`src/rtl/ahb_lite_splitter_if.sv`:
```
// ahb_lite_splitter_if: master-side AHB-Lite signals plus the fanned-out per-slave select/ready/response/data.
interface ahb_lite_splitter_if #(parameter int NUM_SLAVES = 8);
  logic [31:0] HADDR;
  logic [1:0] HTRANS;
  logic HREADY, HRESP, BUSERR_IRQ;
  logic [31:0] HRDATA;
  logic [NUM_SLAVES-1:0] HSEL_S, HREADYOUT_S, HRESP_S;
  logic [32*NUM_SLAVES-1:0] HRDATA_S;
  modport slave (input HADDR, HTRANS, HREADYOUT_S, HRESP_S, HRDATA_S,
                 output HREADY, HRESP, HRDATA, HSEL_S, BUSERR_IRQ);
  modport master (output HADDR, HTRANS, HREADYOUT_S, HRESP_S, HRDATA_S,
                  input HREADY, HRESP, HRDATA, HSEL_S, BUSERR_IRQ);
endinterface

```
`src/rtl/ahb_lite_splitter.sv`:
```
// ahb_lite_splitter: AHB-Lite address decoder/response mux with a two-cycle ERROR default slave.
// Define AHB_SPLIT_TIMEOUT_EN to add a wait-state watchdog that converts a stuck slave into an ERROR.
module ahb_lite_splitter #(
  parameter int NUM_SLAVES = 8,
  parameter int SLOT_LSB = 20,
  parameter int SLOT_BITS = 4,
  parameter logic [31:0] BASE_TAG = 32'h40,
  parameter int TIMEOUT_CYCLES = 255
) (
  input logic HCLK,
  input logic HRESET,
  ahb_lite_splitter_if.slave bus
);
  localparam int TAG_LSB = SLOT_LSB + SLOT_BITS;
  localparam int IW = $clog2(NUM_SLAVES);
  typedef enum logic [1:0] {IDLE, ERR1, ERR2} state_t;
  state_t state_q, state_d;
  logic [SLOT_BITS-1:0] slot;
  logic [NUM_SLAVES-1:0] sel;
  logic hit, def_acc, hready, hresp, s_ready, s_resp, to_hit, dp_slv_q, dp_slv_d, irq_q;
  logic [IW-1:0] idx_q, idx_d;
  logic [31:0] s_rdata;
  logic unused_addr;
  assign slot = bus.HADDR[SLOT_LSB +: SLOT_BITS];
  assign hit = bus.HTRANS[1] && (bus.HADDR >> TAG_LSB) == BASE_TAG && int'(slot) < NUM_SLAVES;
  assign def_acc = bus.HTRANS[1] && !hit;
  assign unused_addr = ^{bus.HADDR[SLOT_LSB-1:0], bus.HTRANS[0]};
  always_comb begin
    sel = '0;
    for (int i = 0; i < NUM_SLAVES; i++) sel[i] = hit && int'(slot) == i;
  end
  // idle bus (no slave in data phase) reads as a zero-wait OKAY
  always_comb begin
    s_ready = 1'b1;
    s_resp = 1'b0;
    s_rdata = '0;
    for (int i = 0; i < NUM_SLAVES; i++)
      if (dp_slv_q && idx_q == IW'(i)) begin
        s_ready = bus.HREADYOUT_S[i];
        s_resp = bus.HRESP_S[i];
        s_rdata = bus.HRDATA_S[32*i +: 32];
      end
  end
`ifdef AHB_SPLIT_TIMEOUT_EN
  logic [31:0] cnt_q, cnt_d;
  logic wait_s;
  assign wait_s = dp_slv_q && !s_ready;
  assign to_hit = wait_s && cnt_q == 32'(TIMEOUT_CYCLES - 1);
  assign cnt_d = (wait_s && !to_hit) ? cnt_q + 32'd1 : '0;
  always_ff @(posedge HCLK) cnt_q <= HRESET ? '0 : cnt_d;
`else
  assign to_hit = 1'b0;
`endif
  always_ff @(posedge HCLK) state_q <= HRESET ? IDLE : state_d;
  always_comb state_d = state_q == ERR1 ? ERR2 : (to_hit || (hready && def_acc)) ? ERR1 : IDLE;
  always_comb begin
    hready = state_q == ERR1 ? 1'b0 : state_q == ERR2 ? 1'b1 : s_ready;
    hresp = state_q != IDLE || s_resp;
  end
  assign dp_slv_d = to_hit ? 1'b0 : hready ? hit : dp_slv_q;
  assign idx_d = hready ? IW'(slot) : idx_q;
  always_ff @(posedge HCLK)
    if (HRESET) begin
      dp_slv_q <= 1'b0;
      idx_q <= '0;
      irq_q <= 1'b0;
    end else begin
      dp_slv_q <= dp_slv_d;
      idx_q <= idx_d;
      irq_q <= hready && hresp;
    end
  assign bus.HSEL_S = sel;
  assign bus.HREADY = hready;
  assign bus.HRESP = hresp;
  assign bus.HRDATA = s_rdata;
  assign bus.BUSERR_IRQ = irq_q;
endmodule
```
`src/flat_wrapper.sv`:
```
// flat-port wrapper written by rule: the top's interface ports become plain ports
module ahb_lite_splitter_flat 
#(
  parameter int NUM_SLAVES = 8,
  parameter int SLOT_LSB = 20,
  parameter int SLOT_BITS = 4,
  parameter logic [31:0] BASE_TAG = 32'h40,
  parameter int TIMEOUT_CYCLES = 255
)
  (HCLK, HRESET, bus_HADDR, bus_HTRANS, bus_HREADYOUT_S, bus_HRESP_S, bus_HRDATA_S, bus_HREADY, bus_HRESP, bus_HRDATA, bus_HSEL_S, bus_BUSERR_IRQ);
  ahb_lite_splitter_if #(.NUM_SLAVES(NUM_SLAVES)) bus_i ();
  input logic HCLK;
  input logic HRESET;
  input wire logic [$bits(bus_i.HADDR)-1:0] bus_HADDR;
  input wire logic [$bits(bus_i.HTRANS)-1:0] bus_HTRANS;
  input wire logic [$bits(bus_i.HREADYOUT_S)-1:0] bus_HREADYOUT_S;
  input wire logic [$bits(bus_i.HRESP_S)-1:0] bus_HRESP_S;
  input wire logic [$bits(bus_i.HRDATA_S)-1:0] bus_HRDATA_S;
  output wire logic [$bits(bus_i.HREADY)-1:0] bus_HREADY;
  output wire logic [$bits(bus_i.HRESP)-1:0] bus_HRESP;
  output wire logic [$bits(bus_i.HRDATA)-1:0] bus_HRDATA;
  output wire logic [$bits(bus_i.HSEL_S)-1:0] bus_HSEL_S;
  output wire logic [$bits(bus_i.BUSERR_IRQ)-1:0] bus_BUSERR_IRQ;
  assign bus_i.HADDR = bus_HADDR;
  assign bus_i.HTRANS = bus_HTRANS;
  assign bus_i.HREADYOUT_S = bus_HREADYOUT_S;
  assign bus_i.HRESP_S = bus_HRESP_S;
  assign bus_i.HRDATA_S = bus_HRDATA_S;
  assign bus_HREADY = bus_i.HREADY;
  assign bus_HRESP = bus_i.HRESP;
  assign bus_HRDATA = bus_i.HRDATA;
  assign bus_HSEL_S = bus_i.HSEL_S;
  assign bus_BUSERR_IRQ = bus_i.BUSERR_IRQ;
  ahb_lite_splitter #(.NUM_SLAVES(NUM_SLAVES), .SLOT_LSB(SLOT_LSB), .SLOT_BITS(SLOT_BITS), .BASE_TAG(BASE_TAG), .TIMEOUT_CYCLES(TIMEOUT_CYCLES)) u_core (.HCLK(HCLK), .HRESET(HRESET), .bus(bus_i));
endmodule
```
`config.mk`:
```
export PLATFORM = sky130hd
export DESIGN_NAME = ahb_lite_splitter_flat
export DESIGN_NICKNAME = d
export VERILOG_FILES = /design/src/rtl/ahb_lite_splitter_if.sv /design/src/rtl/ahb_lite_splitter.sv /design/src/flat_wrapper.sv
export SDC_FILE = /design/constraint.sdc
export NUM_CORES = 1
export LEC_CHECK = 0
export BUFFER_PORTS_ARGS = -buffer_cell sky130_fd_sc_hd__buf_2
export CORE_AREA = 2 2 137 139
export CTS_BUF_LIST = sky130_fd_sc_hd__clkbuf_8 sky130_fd_sc_hd__clkbuf_16
export DETAILED_ROUTE_END_ITERATION = 16
export DIE_AREA = 0 0 139 141
export REMOVE_ABC_BUFFERS = 1
export SLEW_MARGIN = 20
export SYNTH_ARGS = -nofsm -noshare
export SYNTH_HDL_FRONTEND = slang
export SYNTH_SLANG_ARGS = --single-unit
```
`constraint.sdc`:
```
create_clock -name HCLK -period 4.2 [get_ports HCLK]
set_clock_uncertainty 0.05 [all_clocks]
set_input_delay 0.42 -clock HCLK [delete_from_list [all_inputs] [get_ports HCLK]]
set_output_delay 0.42 -clock HCLK [all_outputs]
set_load 0.03 [all_outputs]
```
## Word level (Yosys, flattened, before mapping)

Index checks and enable logic that the tools add are counted.

- Mux-type cells: 28
- Order comparisons: 1
- Reduce and logical (&&, ||, !) cells: 27
- Equal/unequal tests: 17

Operators with widths:

| operator | count |
|---|---|
| $mux 32 | 8 |
| $logic_and 1x1->1 | 21 |
| $mux 1 | 19 |
| $eq 4x4->1 const B | 4 |
| $eq 3x3->1 const B | 4 |
| $eq 4x3->1 const B | 2 |
| $eq 8x7->1 const B | 1 |
| $eq 3x2->1 const B | 2 |
| $eq 4x2->1 const B | 1 |
| $logic_not 4->1 | 1 |
| $lt 4x4->1 const B | 1 |
| $eq 3x1->1 const B | 1 |
| $logic_not 3->1 | 1 |
| $eq 2x1->1 const B | 1 |
| $eq 2x2->1 const B | 1 |
| $mux 2 | 1 |
| $reduce_bool 2->1 | 1 |
| $reduce_or 2->1 | 1 |
| $logic_not 1->1 | 1 |
| $logic_or 1x1->1 | 1 |

- Bits in registers: 7

## Longest topological paths before layout

- Depth after elaboration: 15
- Gate-level depth with buffers: 9
- Gate-level depth less buffers: 5

## Least setup slack after synthesis

Ideal clock, no wire load.

- Path type: input -> output
- Start point: input port bus_HADDR[29]
- End point: output port bus_HSEL_S[4]
- Buffers on the path: 0
- Slack: 1.668 ns
- Stages on the path: 3
- Arrival: 2.062 ns
- Required time: 3.730 ns
- Path through: nor4b_1 -> nand4b_1 -> nor4b_1

- Cells in the longest elaborated chain, start to end: 4

Ends and longest elaborated chain:

| element | RTL line | text |
|---|---|---|
| from (decl) | flat_wrapper.sv:14 | `input wire logic [$bits(bus_i.HADDR)-1:0] bus_HADDR;` |
| $eq 8x7->1 | ahb_lite_splitter.sv:25 | `assign hit = bus.HTRANS[1] && (bus.HADDR >> TAG_LSB) == BASE_TAG && int'(slot) < NUM_SLAVES;` |
| $logic_and 1x1->1 (2 in a row) | ahb_lite_splitter.sv:25 |  |
| $logic_and 1x1->1 | ahb_lite_splitter.sv:30 | `for (int i = 0; i < NUM_SLAVES; i++) sel[i] = hit && int'(slot) == i;` |
| to (decl) | flat_wrapper.sv:22 | `output wire logic [$bits(bus_i.HSEL_S)-1:0] bus_HSEL_S;` |

No other way between the ends.

## Worst setup path in the final report

- Start point: register u_core.idx_q[2]
- End point: output port bus_HRDATA[10]

- Cells in the longest elaborated chain, start to end: 10

Ends and longest elaborated chain:

| element | RTL line | text |
|---|---|---|
| from (decl) | ahb_lite_splitter.sv:21 | `logic [IW-1:0] idx_q, idx_d;` |
| from (signal assigned) | ahb_lite_splitter.sv:69 | `idx_q <= idx_d;` |
| $logic_not 3->1 | ahb_lite_splitter.sv:38 | `if (dp_slv_q && idx_q == IW'(i)) begin` |
| $logic_and 1x1->1 | ahb_lite_splitter.sv:38 |  |
| $mux 32 (7 in a row) | ahb_lite_splitter.sv:38 |  |
| $mux 32 (*) | ahb_lite_splitter.sv:38 |  |
| to (decl) | flat_wrapper.sv:21 | `output wire logic [$bits(bus_i.HRDATA)-1:0] bus_HRDATA;` |

Mark *: on every way between the ends. The rest lies on a longest branch, timed or not.

==> flow_summary_export.csv <==
group,metric,value,unit
grt,first_global_vias,3668,
setup_path,reg_to_reg_startpoint,"u_core.idx_q[0]",
setup_path,critical_path.endpoint_type,"output pin",
hold_path,worstHoldPathType,"in -> reg",
yosys,most_area_consuming_cells_after_synthesis,"sky130_fd_sc_hd__mux2i_1, sky130_fd_sc_hd__a221o_1, sky130_fd_sc_hd__a221oi_1",
grt,grt_overflow_total,0,
sta,rsz_0062_raised_after_global_routing,"false",
run,max_cap_violations,0,
yosys,synth-edff-count,0,
cts,tritoncts_clock_tree,"done",
sta,highest_clock_rate,313,MHz
pwr,totalPowerFinal,518,uW
setup_path,startpoint_type,"register",
finish,fin_nets,953,
grt,globalRouteTotalUtil,0.129,
yosys,synth_cell_types,50,
setup_path,startpoint,"u_core.idx_q[2]",
pwr,cellLeakagePower,0.00216,uW
yosys,synthArstFlopShare,0,
finish,area_used_by_sequential_logic_in_the_layout,144,um^2
setup_path,critical_path.max_fanout,20,
grt,grt_max_degree,40,
grt,grt_antenna_before_repair,1,
cts,number_of_buffers_inserted_by_post_cts_setup_repair,0,
yosys,synth_area,2430,um^2
yosys,yosys_most_used_dff,"sky130_fd_sc_hd__dfxtp_1",
cts,clock_sinks,7,
drt,detailroute.via_count,4048,
yosys,synth.avg_cell_area,7.26,um^2
setup_path,cp_data_arrival_time,2.72,ns
drt,total_drc_errors_in_the_routed_layout,0,
floorplanning,start_util,0.133,
floorplanning,die_h,141,um
setup_path,data_required_critical_path,3.73,ns
cts,clock_tree.root_cell,"sky130_fd_sc_hd__clkbuf_16",
sta,fin_worst_hold_slack,0.422,ns
placed_design,dp.final_hpwl,11500,um
floorplanning,ioPinCount,351,
sta,postLayoutSetupSlackWorst,1.01,ns
drt,routedWlPerCell,16.1,um
grt,grt_first_pass_wirelength,20100,um
yosys,ys_seq_elements,7,
sta,final-max-slew-violation-count,0,
sta,part_of_the_cycle_the_worst_path_needs,0.760,
grt,busiest_layer,"met2",
placed_design,io_buffer_count,329,
placed_design,placement.setup.worst_slack,1.14,ns
outcome,run_status,"complete, no violations",
yosys,synth.cells.most_frequent,"sky130_fd_sc_hd__nor2_1, sky130_fd_sc_hd__mux2i_1, sky130_fd_sc_hd__o21ai_0",
cts,cts.clk_slew.worst_paths,0.04,ns
cts,htreeDepth,1,
floorplanning,core-area,18300,um^2
drt,detail_route.wirelength,14100,um
yosys,yosysMostFrequentCell,"sky130_fd_sc_hd__nor2_1",
yosys,syn_inst,334,
cts,post_cts_hold_buffer_count,0,
floorplanning,die_width,139,um
drt,avgViaCountPerCell,4.61,
sta,report.final.hold_viol_count,0,
sta,max-slew-margin-rel,0.348,
setup_path,timing.setup.critical_path_class,"reg -> out",
pwr,power_density,118,nW/um^2
placed_design,dp.cells,874,
cts,cts_repair_resize_count,0,
grt,grt_util_met2,0.228,
drt,detailed_router_iteration_count_before_antenna_repair,5,
floorplanning,die_area,19600,um^2
hold_path,min_from,"bus_HTRANS[1]",
yosys,number_of_warnings_issued_by_yosys,0,
yosys,yosys.area.top_type,"sky130_fd_sc_hd__mux2i_1",
finish,final_cell_count_no_fill,878,
grt,groute.layer.met3.usage,0.0153,
finish,post_route_cells_drive_above_1_share,0.557,
pwr,ir_worst_vdd,0.134,mV
yosys,yosysTopAreaCellShare,0.128,
grt,global_route.usage.met1,0.164,
sta,final.min_clock_period,3.19,ns
finish,area.growth.synth_to_final,81.1,%
finish,diodes,0,
drt,drt_first_iter_violations,244,
placed_design,routabilityCongestion,0.798,
floorplanning,placement_rows,50,
drt,detail-route-antenna-nets,0,
cts,clock_latency,0.23,ns
cts,number_of_buffers_added_by_the_clock_tree_synthesis_step,3,
cts,max-clock-path-buffers,2,
yosys,ys_seq_area_frac,0.0578,
sta,setup_viol,0,
finish,final.fill_count,2025,
finish,multiInputGateArea,2100,um^2
sta,tightestPinTransition,0.974,ns
finish,final_core_utilization,0.241,
-- sequential cells by signal, indices dropped and copies added, names as in the netlist --
| register | cells |
|---|---|
| u_core.bus.BUSERR_IRQ | 1 |
| u_core.state_q | 2 |
| u_core.dp_slv_q | 1 |
| u_core.idx_q | 3 |
-- worst max-delay path, cell delays in order (launching register included) --
cell	delay, ns
sky130_fd_sc_hd__dfxtp_1	0.65
sky130_fd_sc_hd__nand3b_1	0.78
sky130_fd_sc_hd__nor2_1	0.10
sky130_fd_sc_hd__a221oi_1	0.22
sky130_fd_sc_hd__o21ai_0	0.21
sky130_fd_sc_hd__a221o_1	0.33
sky130_fd_sc_hd__buf_2	0.18
-- final timing paths --
path / endpoint / slack [ns] / cells past startpoint
max: bus_HRDATA[10] / 1.01 / 6
min: u_core.state_q[0] / 0.42 / 2
max reg2reg: u_core.state_q[0] / 1.63 / 6
min reg2reg: u_core.state_q[1] / 0.53 / 1
-- stage by stage --
stage	TNS (ns)	cell area [um^2]
after global placement	0	4320
after detailed placement	0	4320
after global routing	0	4390
final	0	4390
after floorplan	-0.160	2240
after CTS	0	4390
-- layout by cell type, fill, tap and decap left out, types with 3 or more instances in the layout --
cell type                     n
sky130_fd_sc_hd__dfxtp_1      6
sky130_fd_sc_hd__nor2b_2      3
sky130_fd_sc_hd__nor2_1      40
sky130_fd_sc_hd__o21ai_0     23
sky130_fd_sc_hd__a22oi_1     22
sky130_fd_sc_hd__mux2i_1     31
sky130_fd_sc_hd__inv_1        7
sky130_fd_sc_hd__a221oi_1    21
sky130_fd_sc_hd__o211ai_1     7
sky130_fd_sc_hd__nor3_1       4
sky130_fd_sc_hd__a222oi_1     6
sky130_fd_sc_hd__a2111oi_0    4
sky130_fd_sc_hd__nor4b_1      3
sky130_fd_sc_hd__nor3b_1      3
sky130_fd_sc_hd__clkbuf_16    3
sky130_fd_sc_hd__a22o_1       7
sky130_fd_sc_hd__a21oi_1     14
sky130_fd_sc_hd__nand2b_1    10
sky130_fd_sc_hd__nand2_1     17
sky130_fd_sc_hd__nor2b_1      5
sky130_fd_sc_hd__a31oi_1      5
sky130_fd_sc_hd__buf_4       12
sky130_fd_sc_hd__mux4_2       5
sky130_fd_sc_hd__nor4_1       3
sky130_fd_sc_hd__buf_2      329
sky130_fd_sc_hd__a221o_1     20
-- power by group --
| group | switching [uW] | internal, uW | total [uW] | leakage [uW] |
|---|---|---|---|---|
| Combinational | 107 | 157 | 264 | 0.00206 |
| Sequential | 19.9 | 70.4 | 90.2 | 0.0000582 |
| Clock | 39.8 | 124 | 164 | 0.0000423 |
-- metal layers --
metal,vias up,wire length [um]
met1,1810,5960
met2,248,6750
met4,0,333
li1,1972,-
met5,-,0
met3,18,1070
-- layout make-up --
type,instances,area share
Tap cell,234,0.0666
Inverter,6,0.00513
Sequential cell,7,0.0327
Clock buffer,3,0.0171
Multi-Input combinational cell,285,0.478
Timing Repair Buffer,342,0.400
Clock inverter,1,0.000854
-- kinds of logic after synthesis --
family	synth area share
buffers and inverters	0.0872
AO/OA/AOI/OAI	0.439
flip-flops	0.0578
adder cells (fa/ha/maj)	0.00413
multiplexers	0.184
AND/OR/NAND/NOR	0.228
Power figures use the tool's default switching activity.
